==> config.mk <==
export PLATFORM = sky130hd
export DESIGN_NAME = sar_logic
export DESIGN_NICKNAME = d
export VERILOG_FILES = /design/src/rtl/sar_logic_pkg.sv /design/src/rtl/sync_2ff.sv /design/src/rtl/sar_logic.sv
export SDC_FILE = /design/constraint.sdc
export NUM_CORES = 1
export LEC_CHECK = 0
export ABC_AREA = 1
export BUFFER_PORTS_ARGS = -buffer_cell sky130_fd_sc_hd__buf_2
export CORE_MARGIN = 2
export CORE_UTILIZATION = 57
export DETAILED_ROUTE_END_ITERATION = 12
export PLACE_DENSITY = 0.77
export SETUP_SLACK_MARGIN = 0.1
export SYNTH_ARGS = -nofsm -noshare
export SYNTH_HDL_FRONTEND = slang
export SYNTH_HIERARCHICAL = 1
export SYNTH_SLANG_ARGS = --single-unit
==> constraint.sdc <==
create_clock -name clk -period 1.7 [get_ports clk]
set_input_delay 0.425 -clock clk [delete_from_list [all_inputs] [get_ports clk]]
set_output_delay 0.425 -clock clk [all_outputs]
set_load 0.01 [all_outputs]
==> src/rtl/sar_logic_pkg.sv <==
// Shared types and defaults for the successive-approximation controller.
// The FSM state encoding and counter sizing live here so that benches and top agree.
package sar_pkg;

   typedef enum logic [2:0] {
      IDLE,
      SAMPLE,
      COMP,
      RESET,
      DONE
   } sar_state_t;

   localparam int DEF_RESOLUTION    = 8;
   localparam int DEF_SAMPLE_CYCLES = 2;
   localparam int DEF_COMP_TIMEOUT  = 7;

   // Depth of the comparator synchronizer; its output is stale for this many cycles.
   localparam int SYNC_STAGES = 2;

   // One counter serves both the sample window and the comparator waits.
   function automatic int cnt_width(input int timeout, input int sample_cycles);
      int span;
      span = (timeout > sample_cycles) ? timeout : sample_cycles;
      return (span < 1) ? 1 : $clog2(span + 1);
   endfunction

endpackage

==> src/rtl/sync_2ff.sv <==
// Two-flop synchronizer for asynchronous single-bit signals, one chain per bit.
// Each bit is synchronized independently; no multi-bit coherency is implied.
module sync_2ff #(
   parameter int WIDTH = 2
) (
   input  logic             clk,
   input  logic             rst_n,
   input  logic [WIDTH-1:0] d,
   output logic [WIDTH-1:0] q
);

   logic [WIDTH-1:0] meta_reg;
   logic [WIDTH-1:0] sync_reg;

   genvar gi;
   generate
      for (gi = 0; gi < WIDTH; gi++) begin : g_bit
         always_ff @(posedge clk) begin
            if (!rst_n) begin
               meta_reg[gi] <= 1'b0;
               sync_reg[gi] <= 1'b0;
            end else begin
               meta_reg[gi] <= d[gi];
               sync_reg[gi] <= meta_reg[gi];
            end
         end
      end
   endgenerate

   assign q = sync_reg;

endmodule

==> src/rtl/sar_logic.sv <==
// Successive-approximation controller: samples, steps the CDAC trial code bit by bit
// from the clocked comparator decisions, and hands the final code over valid/ready.
module sar_logic
   import sar_pkg::*;
#(
   parameter int RESOLUTION    = DEF_RESOLUTION,
   parameter int SAMPLE_CYCLES = DEF_SAMPLE_CYCLES,
   parameter int COMP_TIMEOUT  = DEF_COMP_TIMEOUT
) (
   input  logic                  clk,
   input  logic                  rst_n,
   input  logic                  start,
   input  logic                  comp_p,
   input  logic                  comp_n,
   output logic                  sample,
   output logic                  comp_clk,
   output logic [RESOLUTION-1:0] dac_code,
   output logic                  busy,
   output logic [RESOLUTION-1:0] result,
   output logic                  result_err,
   output logic                  result_valid,
   input  logic                  result_ready
);

   localparam int CNT_W = cnt_width(COMP_TIMEOUT, SAMPLE_CYCLES);
   localparam int IDX_W = (RESOLUTION > 1) ? $clog2(RESOLUTION) : 1;

   localparam logic [CNT_W-1:0]      SAMPLE_LAST  = CNT_W'(SAMPLE_CYCLES - 1);
   localparam logic [CNT_W-1:0]      TIMEOUT_LAST = CNT_W'(COMP_TIMEOUT - 1);
   localparam logic [CNT_W-1:0]      SETTLE_CNT   = CNT_W'(SYNC_STAGES);
   localparam logic [IDX_W-1:0]      IDX_MSB      = IDX_W'(RESOLUTION - 1);
   localparam logic [RESOLUTION-1:0] MSB_TRIAL    = {1'b1, {(RESOLUTION-1){1'b0}}};

   sar_state_t            state_reg, state_next;
   logic [CNT_W-1:0]      cnt_reg, cnt_next;
   logic [IDX_W-1:0]      idx_reg, idx_next;
   logic [RESOLUTION-1:0] dac_code_reg, dac_code_next;
   logic                  sample_reg, sample_next;
   logic                  comp_clk_reg, comp_clk_next;
   logic                  busy_reg, busy_next;
   logic [RESOLUTION-1:0] result_reg, result_next;
   logic                  result_err_reg, result_err_next;
   logic                  result_valid_reg, result_valid_next;
   logic                  err_reg, err_next;

   logic [1:0]       comp_sync;
   logic             ps;
   logic             ns;
   logic             decided;
   logic             precharged;
   logic             settled;
   logic             at_timeout;
   logic             reset_timeout;
   logic [IDX_W-1:0] idx_dec;

   sync_2ff #(
      .WIDTH (2)
   ) u_comp_sync (
      .clk   (clk),
      .rst_n (rst_n),
      .d     ({comp_p, comp_n}),
      .q     (comp_sync)
   );

   assign ps         = comp_sync[1];
   assign ns         = comp_sync[0];
   assign decided    = ps ^ ns;
   assign precharged = !ps && !ns;

   // The synchronizer still shows the previous phase for its first cycles after
   // a comp_clk edge, so decisions/precharge are only trusted once it has flushed.
   assign settled       = (cnt_reg >= SETTLE_CNT);
   assign at_timeout    = (cnt_reg == TIMEOUT_LAST);
   assign reset_timeout = at_timeout && !(settled && precharged);
   assign idx_dec       = idx_reg - IDX_W'(1);

   always_ff @(posedge clk) begin
      if (!rst_n) begin
         state_reg        <= IDLE;
         cnt_reg          <= '0;
         idx_reg          <= '0;
         dac_code_reg     <= '0;
         sample_reg       <= 1'b0;
         comp_clk_reg     <= 1'b0;
         busy_reg         <= 1'b0;
         result_reg       <= '0;
         result_err_reg   <= 1'b0;
         result_valid_reg <= 1'b0;
         err_reg          <= 1'b0;
      end else begin
         state_reg        <= state_next;
         cnt_reg          <= cnt_next;
         idx_reg          <= idx_next;
         dac_code_reg     <= dac_code_next;
         sample_reg       <= sample_next;
         comp_clk_reg     <= comp_clk_next;
         busy_reg         <= busy_next;
         result_reg       <= result_next;
         result_err_reg   <= result_err_next;
         result_valid_reg <= result_valid_next;
         err_reg          <= err_next;
      end
   end

   always_comb begin
      state_next        = state_reg;
      cnt_next          = cnt_reg;
      idx_next          = idx_reg;
      dac_code_next     = dac_code_reg;
      sample_next       = sample_reg;
      comp_clk_next     = comp_clk_reg;
      busy_next         = busy_reg;
      result_next       = result_reg;
      result_err_next   = result_err_reg;
      result_valid_next = result_valid_reg;
      err_next          = err_reg;

      case (state_reg)
         IDLE: begin
            if (start) begin
               state_next    = SAMPLE;
               busy_next     = 1'b1;
               sample_next   = 1'b1;
               dac_code_next = '0;
               cnt_next      = '0;
               err_next      = 1'b0;
            end
         end

         SAMPLE: begin
            if (cnt_reg == SAMPLE_LAST) begin
               state_next    = COMP;
               sample_next   = 1'b0;
               dac_code_next = MSB_TRIAL;
               comp_clk_next = 1'b1;
               idx_next      = IDX_MSB;
               cnt_next      = '0;
            end else begin
               cnt_next = cnt_reg + CNT_W'(1);
            end
         end

         COMP: begin
            if (settled && decided) begin
               dac_code_next[idx_reg] = ps;
               comp_clk_next          = 1'b0;
               cnt_next               = '0;
               state_next             = RESET;
            end else if (at_timeout) begin
               dac_code_next[idx_reg] = 1'b0;
               err_next               = 1'b1;
               comp_clk_next          = 1'b0;
               cnt_next               = '0;
               state_next             = RESET;
            end else begin
               cnt_next = cnt_reg + CNT_W'(1);
            end
         end

         RESET: begin
            if ((settled && precharged) || at_timeout) begin
               cnt_next = '0;
               err_next = err_reg | reset_timeout;
               if (idx_reg != '0) begin
                  idx_next               = idx_dec;
                  dac_code_next[idx_dec] = 1'b1;
                  comp_clk_next          = 1'b1;
                  state_next             = COMP;
               end else begin
                  result_next       = dac_code_reg;
                  result_err_next   = err_reg | reset_timeout;
                  result_valid_next = 1'b1;
                  state_next        = DONE;
               end
            end else begin
               cnt_next = cnt_reg + CNT_W'(1);
            end
         end

         DONE: begin
            if (result_ready) begin
               result_valid_next = 1'b0;
               busy_next         = 1'b0;
               err_next          = 1'b0;
               state_next        = IDLE;
            end
         end

         default: begin
            state_next = IDLE;
         end
      endcase
   end

   assign sample       = sample_reg;
   assign comp_clk     = comp_clk_reg;
   assign dac_code     = dac_code_reg;
   assign busy         = busy_reg;
   assign result       = result_reg;
   assign result_err   = result_err_reg;
   assign result_valid = result_valid_reg;

endmodule
==> impl_summary.md, run 1 <==
Place
The count of buffers added on input and output ports is 26. Before CTS, the worst setup slack after placement is 0.0143 ns. The sum of net half-perimeters after detailed placement is 3750 µm.

The placement-stage cell area is 2220 µm². The placed instance count is 388. Routability-driven placement finished with a final weighted congestion of 1.02.

Finish
Leaving out fill and tap cells, the most frequent cells in the layout are sky130_fd_sc_hd__nand2_1 (64), sky130_fd_sc_hd__nor2_1 (47), sky130_fd_sc_hd__inv_1 (31), sky130_fd_sc_hd__dfxtp_1 (30), sky130_fd_sc_hd__a21oi_1 (27). Of the cells placed in the final design, the portion with a size suffix greater than 1 is 26.3%. The relative area change from synthesis to final layout is 29.0%. The count of cells in the finished layout, fillers not included, comes to 399.

With fillers left out, the area of the finished cells amounts to 2490 µm². The final core utilization is 75.9%. The number of diodes is 0.

The final net count is 364. The library cell used most frequently in the layout, excluding fill and tap cells, is sky130_fd_sc_hd__nand2_1.

Critical path
STA classifies the critical path startpoint as a flip-flop. In this design, the stage delay of the slowest critical-path cell is 0.34 ns. STA puts the critical path data required time at 1.97 ns. The worst setup path is of the reg2reg kind. For the worst setup path, the data arrival time is 1.91 ns. The capturing element type of the critical path is a flip-flop.

The largest driver fanout on the critical path is 3. The slowest stage of the critical path is the sky130_fd_sc_hd__dfxtp_2 cell. The number of buffers and inverters on the critical path is 4. The largest delay contributor family on the critical path is simple AND/OR/NAND/NOR gates. Walking the worst path, the cells encountered are inv_2 -> ha_4 -> inv_1 -> nand2_2 -> nand2_2 -> nand2_4 -> buf_6 -> nand2_1 -> nor2_1 -> o22ai_1 -> nand2_1 -> inv_1.

Detailed routing
The detail route stage leaves a number of antenna-violating nets equal to 0. Wires add up to 5440 µm. Using the TritonRoute via totals, the vias-per-cell ratio works out to 5.54. The detailed-route via count is 2,212.

For this run, the detailed router's first-pass iteration total came to 5. The remaining design rule violation count is 0. After detailed routing, the average wire length per cell comes to 13.6 µm.

The detailed router finished its first iteration with 200 violations.

Yosys
The total of flip-flops plus latches after synthesis is 35. The sequential area share after synthesis is 36.3%. The cell area after synthesis is 1930 µm². The proportion of netlist area held by the largest area contributor is 36.3%. Yosys attributes the largest share of cell area to sky130_fd_sc_hd__dfxtp_1 (36%), sky130_fd_sc_hd__nand2_1 (14%), sky130_fd_sc_hd__nor2_1 (10%). The synthesized design spends more area on one cell type than any other, namely sky130_fd_sc_hd__dfxtp_1. When the netlist entered floorplanning its net count stood at 316. The count of yosys warnings during synthesis is 6. The average footprint of a synthesized cell is 6.35 µm².

Synthesis handed over a netlist of 304 instances. Counting distinct cell types in the post-synthesis netlist gives 25.

STA
For the finished layout, the period the worst path requires is 1.64 ns. The actual slew at the worst max-slew pin is 0.372 ns. Setup repair after global routing could not meet its margin everywhere.

The number of failing hold endpoints at the final stage came to 0. The final clock period utilization by the worst path is 96.4%. The clock arrives with 0.0109 ns of skew. Setup violations remaining at the end of the flow were counted as 0. For the final routed database, the setup TNS stands at 0 ns.

The number of pins exceeding their max-slew limit in the final report was 0. Headroom to the max-slew limit came out at 75.2%. The least setup slack across all paths after layout is 0.0604 ns. The fmax is 610 MHz.

Global routing
The via count of the first global-routing pass is 1,984. For this run the aggregate overflow at the end of global routing stands at 0. Global routing used 27.9% of the available tracks. The initial antenna violation count is 0. The first global-routing pass estimated 8610 µm of wire. The maximum number of pins on one net before global-route repair is 20.

Clock network
TritonCTS built the clock tree. The number of hold buffers added after cts is 0. Clock tree synthesis inserted a total of 5 buffers. The clock tree synthesis step divided the H-tree into 2 levels.

The clock slew seen by the registers of the worst setup and hold paths is 0.11 ns. The number of sinks driven by the clock tree is 35. The CTS root buffer is sky130_fd_sc_hd__clkbuf_4. For the worst-skew pair, the clock arrives at the later sink with an insertion delay of 0.35 ns. The number of buffers on the longest clock path is 2.

Floorplanning
The area of the die is 3870 µm². The die is 62.2 µm tall. The die is 62.2 µm wide. The core area is 3280 µm². After floorplanning, the core was divided into 21 placement rows. In this run the count of I/O pins placed on the die edge is 27. For this configuration, the core starts out at a cell density of 58.8%.

Min path
The path category of the worst min-delay check is in2reg.

Power and ir drop
The total power density per cell area is 1600 nW/µm². The largest vdd supply drop is 1.09 mV. The total leakage power is 1.23 nW.

Status
The flow ran to the end, and the final reports show no timing, DRC or antenna violations.

Run
The tool flagged a number of max-cap violations equal to 0.
path summary, 6_finish.rpt:
path | depth (start not counted) | startpoint | to | slack (ns)
worst min register to register | 2 | u_comp_sync/meta_reg[0]$_SDFF_PN0_ | u_comp_sync/q[0]$_SDFF_PN0_ | 0.42
worst min-delay path | 3 | comp_p | u_comp_sync/meta_reg[1]$_SDFF_PN0_ | 0.25
worst max-delay path | 12 | cnt_reg[0]$_SDFFE_PN0P_ | cnt_reg[2]$_SDFFE_PN0P_ | 0.06
worst max register to register | 12 | cnt_reg[0]$_SDFFE_PN0P_ | cnt_reg[2]$_SDFFE_PN0P_ | 0.06
through the flow:
step | total power, mW | hold WS, ns
final | 3.99 | 0.255
after global routing | 4.28 | 0.262
after CTS | 3.69 | 0.250
after detailed placement | 2.82 | 0.408
after global placement | 2.80 | 0.393
after floorplan | 2.28 | 0.390
worst register-to-register path: stages (launching register included):
cell and delay (ns):
sky130_fd_sc_hd__dfxtp_2 0.34, sky130_fd_sc_hd__inv_2 0.08, sky130_fd_sc_hd__ha_4 0.15, sky130_fd_sc_hd__inv_1 0.07, sky130_fd_sc_hd__nand2_2 0.10, sky130_fd_sc_hd__nand2_2 0.08, sky130_fd_sc_hd__nand2_4 0.09, sky130_fd_sc_hd__buf_6 0.11
sky130_fd_sc_hd__nand2_1 0.08, sky130_fd_sc_hd__nor2_1 0.23, sky130_fd_sc_hd__o22ai_1 0.12, sky130_fd_sc_hd__nand2_1 0.07, sky130_fd_sc_hd__inv_1 0.03
what timing repair did:
action                     CTS  global route
resized for setup           14            34
setup endpoints to repair   15            27
setup buffers                1             1
pin swaps                    1             4
gates cloned                 0             1
power by group:
part	internal (mW)	leakage [nW]	switching, mW	total, mW
Sequential	0.967	0.288	0.124	1.09
Combinational	0.793	0.889	1.36	2.15
Clock	0.459	0.0525	0.291	0.750
synthesized netlist by cell type, drive strengths merged:
cell type	n
o21ai	26
xnor2	1
clkinv	1
buf	5
nand4	1
nor3	2
nand2	74
dfxtp	35
a21oi	28
ha	6
inv	36
nand3	28
o21bai	1
nor2	57
o22ai	1
clkbuf	2
per-layer routing:
layer	track usage [%]	share of wire (%)	vias to the layer above
li1	-	-	1070
met1	33.6	41	1025
met4	9.17	3.4	0
met3	6.34	6.3	23
met2	49.2	49	94
met5	0	0	-
cells by family after synthesis:
kind of cell	count (synthesis)	synth area share (%)
and+or+nand+nor	162	35.2
AOI/OAI and AO/OA	56	14.7
buffers and inverters	44	9.46
DFF	35	36.3
adders and majority gates	6	3.89
xor gates and xnor gates	1	0.453
final cells by class:
| cell class | count | area (µm²) |
|---|---|---|
| Clock buffer | 6 | 41.3 |
| Sequential cell | 35 | 712 |
| Multi-Input combinational cell | 225 | 1170 |
| Clock inverter | 2 | 60.1 |
| Tap cell | 46 | 57.6 |
| Inverter | 37 | 139 |
| Fill cell | 256 | 792 |
| Timing Repair Buffer | 48 | 310 |
Power figures use the tool's default switching activity.
==> inputs of run 2 (changes only) <==
--- a/config.mk
+++ b/config.mk
@@ -5,12 +5,12 @@
 export SDC_FILE = /design/constraint.sdc
 export NUM_CORES = 1
 export LEC_CHECK = 0
-export ABC_AREA = 1
 export BUFFER_PORTS_ARGS = -buffer_cell sky130_fd_sc_hd__buf_2
 export CORE_MARGIN = 2
-export CORE_UTILIZATION = 57
+export CORE_UTILIZATION = 59
+export CTS_BUF_LIST = sky130_fd_sc_hd__clkbuf_4 sky130_fd_sc_hd__clkbuf_8
 export DETAILED_ROUTE_END_ITERATION = 12
-export PLACE_DENSITY = 0.77
+export PLACE_DENSITY = 0.79
 export SETUP_SLACK_MARGIN = 0.1
 export SYNTH_ARGS = -nofsm -noshare
 export SYNTH_HDL_FRONTEND = slang
==> run 2 against run 1 <==
Against the previous run:
- the run now ends with setup timing left
- synthesized cell count is 27% lower
- final area is 9.2% higher
- total power is 4.6% higher
- register-to-register slack worse by 0.21 ns
- cell count is 17% lower
- clock skew is 0.0016 ns lower
- synthesized area is 3.8% higher
- die area is 0.29% higher
- non-clock buffer count is 26 higher
- via count is 6.4% lower
- critical path depth is 8 lower
- critical endpoint is now dac_code[0]$_SDFFE_PN0P_
- highest routed layer unchanged
==> impl_summary.md, run 2 <==
Detailed routing
The number of DRC markers after the initial detailed-route iteration is 104 (-48%). The detailed-route wire length was 5780 µm (+6.2%). The length of the first detailed-routing pass in iterations is 4 (-1). The average wire length per cell after detail routing is 17.3 µm (+27%). The average via count per standard cell came to 6.22 (+12%). The number of antenna-violating nets in the routed design was 0 (unchanged).

The detailed-route via count was 2,071 (-6.4%). The remaining design rule violation count is 0 (unchanged).

Place
The sum of net half-perimeters after detailed placement is 3990 µm (+6.5%). The count of input and output buffers came to 26 (unchanged). The weighted congestion at the end of routability-driven global placement came to 0.931 (-8.7%). The placed instance count is 320 (-18%).

The placement-stage cell area came to 2500 µm² (+13%).

STA
The actual slew at the worst max-slew pin is 0.417 ns (+0.0453 ns). The final critical-path required period is 1.85 ns (+0.209 ns). Setup repair after global routing could not meet its margin everywhere. The fmax came to 541 MHz (-11%). The final clock period utilization by the worst path was 109% (+12 points).

The final setup skew is 0.00937 ns (-0.00155 ns). The count of final setup violators is 19 (+19). The number of failing hold endpoints at the final stage is 0 (unchanged). The least setup slack across all paths after layout is -0.148 ns (-0.209 ns). The number of pins exceeding their max-slew limit in the final report is 0 (unchanged). The max-slew headroom at the worst pin came to 71.9% (-3.2 points).

Global routing
The global routing met3 resource utilization is 7.25% (+0.91 points). The global routing met2 resource utilization is 57.3% (+8.2 points). The global router's overall resource usage came to 31.2% (+3.3 points). In this run the most used layer during global routing was met2.

The initial antenna violation count is 0 (unchanged). The wire length of the first global-routing pass is 9510 µm (+10%). The routing usage on met1 is 33.8% (+0.19 points).

The via count of the first global-routing pass is 2,110 (+6.4%). The remaining global-route overflow is 0 (unchanged). The maximum number of pins on one net before global-route repair is 16 (-20%).

Power and ir drop
The total leakage power is 1.17 nW (-4.8%). The total power density per cell area is 1530 nW/µm² (-4.2%). The largest vdd supply drop is 1.12 mV (+2.1%).

Floorplanning
The die outline width is 62.3 µm (+0.14%). The initial standard-cell utilization of the core is 60.6% (+1.8 points). The core area is 3310 µm² (+0.80%). The number of core rows was 21 (unchanged). The number of top-level design ports came to 27 (unchanged). The area of the die is 3880 µm² (+0.29%). The die height came to 62.3 µm (+0.14%).

Finish
In the layout the commonest cells are sky130_fd_sc_hd__buf_4 (44), sky130_fd_sc_hd__dfxtp_1 (29), sky130_fd_sc_hd__buf_2 (26), sky130_fd_sc_hd__nor2_1 (15), sky130_fd_sc_hd__nor2b_1 (11). The proportion of layout cells with a drive suffix above 1 is 46.3% (+20 points). The filler-free cell count of the finished design is 333 (-17%).

The relative area change from synthesis to final layout is 35.7%. The final net count is 298 (-18%). The summed area of non-filler cells in the final layout is 2720 µm² (+9.2%). The number of diodes was 0 (unchanged). The library cell used most frequently in the layout, excluding fill and tap cells, is sky130_fd_sc_hd__buf_4. The final core utilization is 82.2% (+6.3 points).

Yosys
The cell count after synthesis is 221 (-27%). The most used flip-flop cell after synthesis is sky130_fd_sc_hd__dfxtp_1. The average footprint of a synthesized cell is 9.08 µm² (+43%). Summed over all instances, the cell type with the most area after synthesis is sky130_fd_sc_hd__dfxtp_1. The number of enable flip-flop cells after synthesis is 0 (unchanged).

The sequential area share after synthesis is 34.9% (-1.3 points). The cell area after synthesis came to 2010 µm² (+3.8%). The net count of the mapped netlist was 233 (-26%).

The fraction of registers with async set or reset after synthesis is 0% (unchanged). The total of flip-flops plus latches after synthesis is 35 (unchanged). The count of yosys warnings during synthesis is 6 (unchanged). The number of distinct library cell variants in the gate-level netlist after synthesis is 62 (+150%). Counting instances in the post-synthesis netlist gives the leading cell types as sky130_fd_sc_hd__dfxtp_1 (35), sky130_fd_sc_hd__nor2_1 (16), sky130_fd_sc_hd__inv_1 (12), sky130_fd_sc_hd__nor2b_1 (12). The proportion of netlist area held by the largest area contributor is 34.9% (-1.3 points). The most frequently used cell type in the post-synthesis netlist is sky130_fd_sc_hd__dfxtp_1. In the post-synthesis netlist, the biggest area contributors are sky130_fd_sc_hd__dfxtp_1 (35%), sky130_fd_sc_hd__mux2i_1 (5.0%), sky130_fd_sc_hd__ha_1 (3.7%).

Critical path
The kind of critical path is reg2reg. The launch instance of the worst register-to-register path is state_reg[1]$_SDFFE_PN0P_. The most critical setup path has its startpoint at state_reg[1]$_SDFFE_PN0P_. The critical path required time is 1.96 ns (about the same). The largest driver fanout on the critical path is 8 (+5). The number of cells traversed by the worst register-to-register path is 4 (-8). The reg-to-reg critical path endpoint is dac_code[0]$_SDFFE_PN0P_.

The critical path capture point is dac_code[0]$_SDFFE_PN0P_. The critical path data arrival time was 2.11 ns (+0.20 ns). The register-to-register setup slack is -0.15 ns (-0.21 ns). The worst setup path is captured at a flip-flop.

STA classifies the critical path startpoint as a flip-flop.

Min path
The path category of the worst min-delay check is in2reg.

Clock network
The clock latency on the worst-skew pair is 0.35 ns (about the same). The number of sinks driven by the clock tree is 35 (unchanged). The clock slew seen by the registers of the worst setup and hold paths is 0.11 ns (about the same). TritonCTS built the clock tree.

The maximum level of the CTS H-tree is 2 (unchanged). The CTS root buffer is sky130_fd_sc_hd__clkbuf_4. The total clock buffers created by CTS is 5 (unchanged). The number of hold buffers added after cts is 0 (unchanged). The number of buffers on the longest clock path is 2 (unchanged).

Status
The run finished, with violations left. The checks that failed: setup timing.

Run
The max-cap violation count is 0 (unchanged).
## run 2: area by class of cell
class / instances / area (µm²)
repair buffers: 74 / 514
inverters: 13 / 50.0
clock inverters: 2 / 11.3
flip-flops and latches: 35 / 711
clock buffers: 6 / 45.0
multi-input cells: 157 / 1330
fillers: 228 / 589
well taps: 46 / 57.6
## run 2: cell families after synthesis
| family | after synthesis | share of synthesized area (%) |
|---|---|---|
| XOR/XNOR | 1 | 0.437 |
| buffers and inverters | 29 | 6.99 |
| multiplexers | 11 | 5.74 |
| AND/OR/NAND/NOR | 78 | 24.1 |
| AO/OA/AOI/OAI | 61 | 24.1 |
| adder cells (fa/ha/maj) | 6 | 3.74 |
| flip-flops | 35 | 34.9 |
## run 2: repair_timing
| action | CTS | global route |
|---|---|---|
| gates resized for setup | 19 | 11 |
| buffers inserted | 3 | 2 |
| endpoints found under the setup margin | 28 | 29 |
| pin swaps | 11 | 5 |
## run 2: how the worst min path moves through the flow
stage	from	to	slack, ns	cells after the start
finish	comp_n	u_comp_sync/meta_reg[0]$_SDFF_PN0_	0.27	2
global route	comp_n	u_comp_sync/meta_reg[0]$_SDFF_PN0_	0.28	2
CTS	comp_n	u_comp_sync/meta_reg[0]$_SDFF_PN0_	0.27	2
detailed placement	u_comp_sync/meta_reg[0]$_SDFF_PN0_	u_comp_sync/q[0]$_SDFF_PN0_	0.42	1
global placement	u_comp_sync/meta_reg[1]$_SDFF_PN0_	u_comp_sync/q[1]$_SDFF_PN0_	0.41	1
floorplan	u_comp_sync/meta_reg[1]$_SDFF_PN0_	u_comp_sync/q[1]$_SDFF_PN0_	0.41	1
## run 2: metrics by stage
stage	setup slack [ns]	setup TNS, ns	power, mW	hold WS [ns]
after floorplan	-0.0607	-0.506	2.47	0.412
after global placement	-0.104	-0.848	3.18	0.414
after detailed placement	-0.152	-1.37	3.24	0.420
after CTS	-0.133	-1.36	3.95	0.267
after global routing	-0.188	-2.97	4.41	0.276
final	-0.148	-1.66	4.18	0.268
## run 2: power by group
| part | switching, mW | internal [mW] | leakage, nW | total [mW] |
|---|---|---|---|---|
| Clock | 0.301 | 0.177 | 0.0360 | 0.478 |
| Sequential | 0.150 | 0.961 | 0.287 | 1.11 |
| Combinational | 1.37 | 1.21 | 0.846 | 2.59 |
| Total | 1.82 | 2.35 | 1.17 | 4.18 |
## run 2: critical path, cell delays in order, from the launching register on
cell and delay, ns:
sky130_fd_sc_hd__dfxtp_1 0.60, sky130_fd_sc_hd__nand2b_1 0.25, sky130_fd_sc_hd__or3_4 0.47, sky130_fd_sc_hd__and3_4 0.23
sky130_fd_sc_hd__o211a_1 0.21
## run 2: metal layers
| metal | share of wire (%) | vias up |
|---|---|---|
| li1 | - | 952 |
| met2 | 51 | 80 |
| met4 | 3.2 | 0 |
| met1 | 39 | 1022 |
| met5 | 0 | - |
| met3 | 6.6 | 17 |
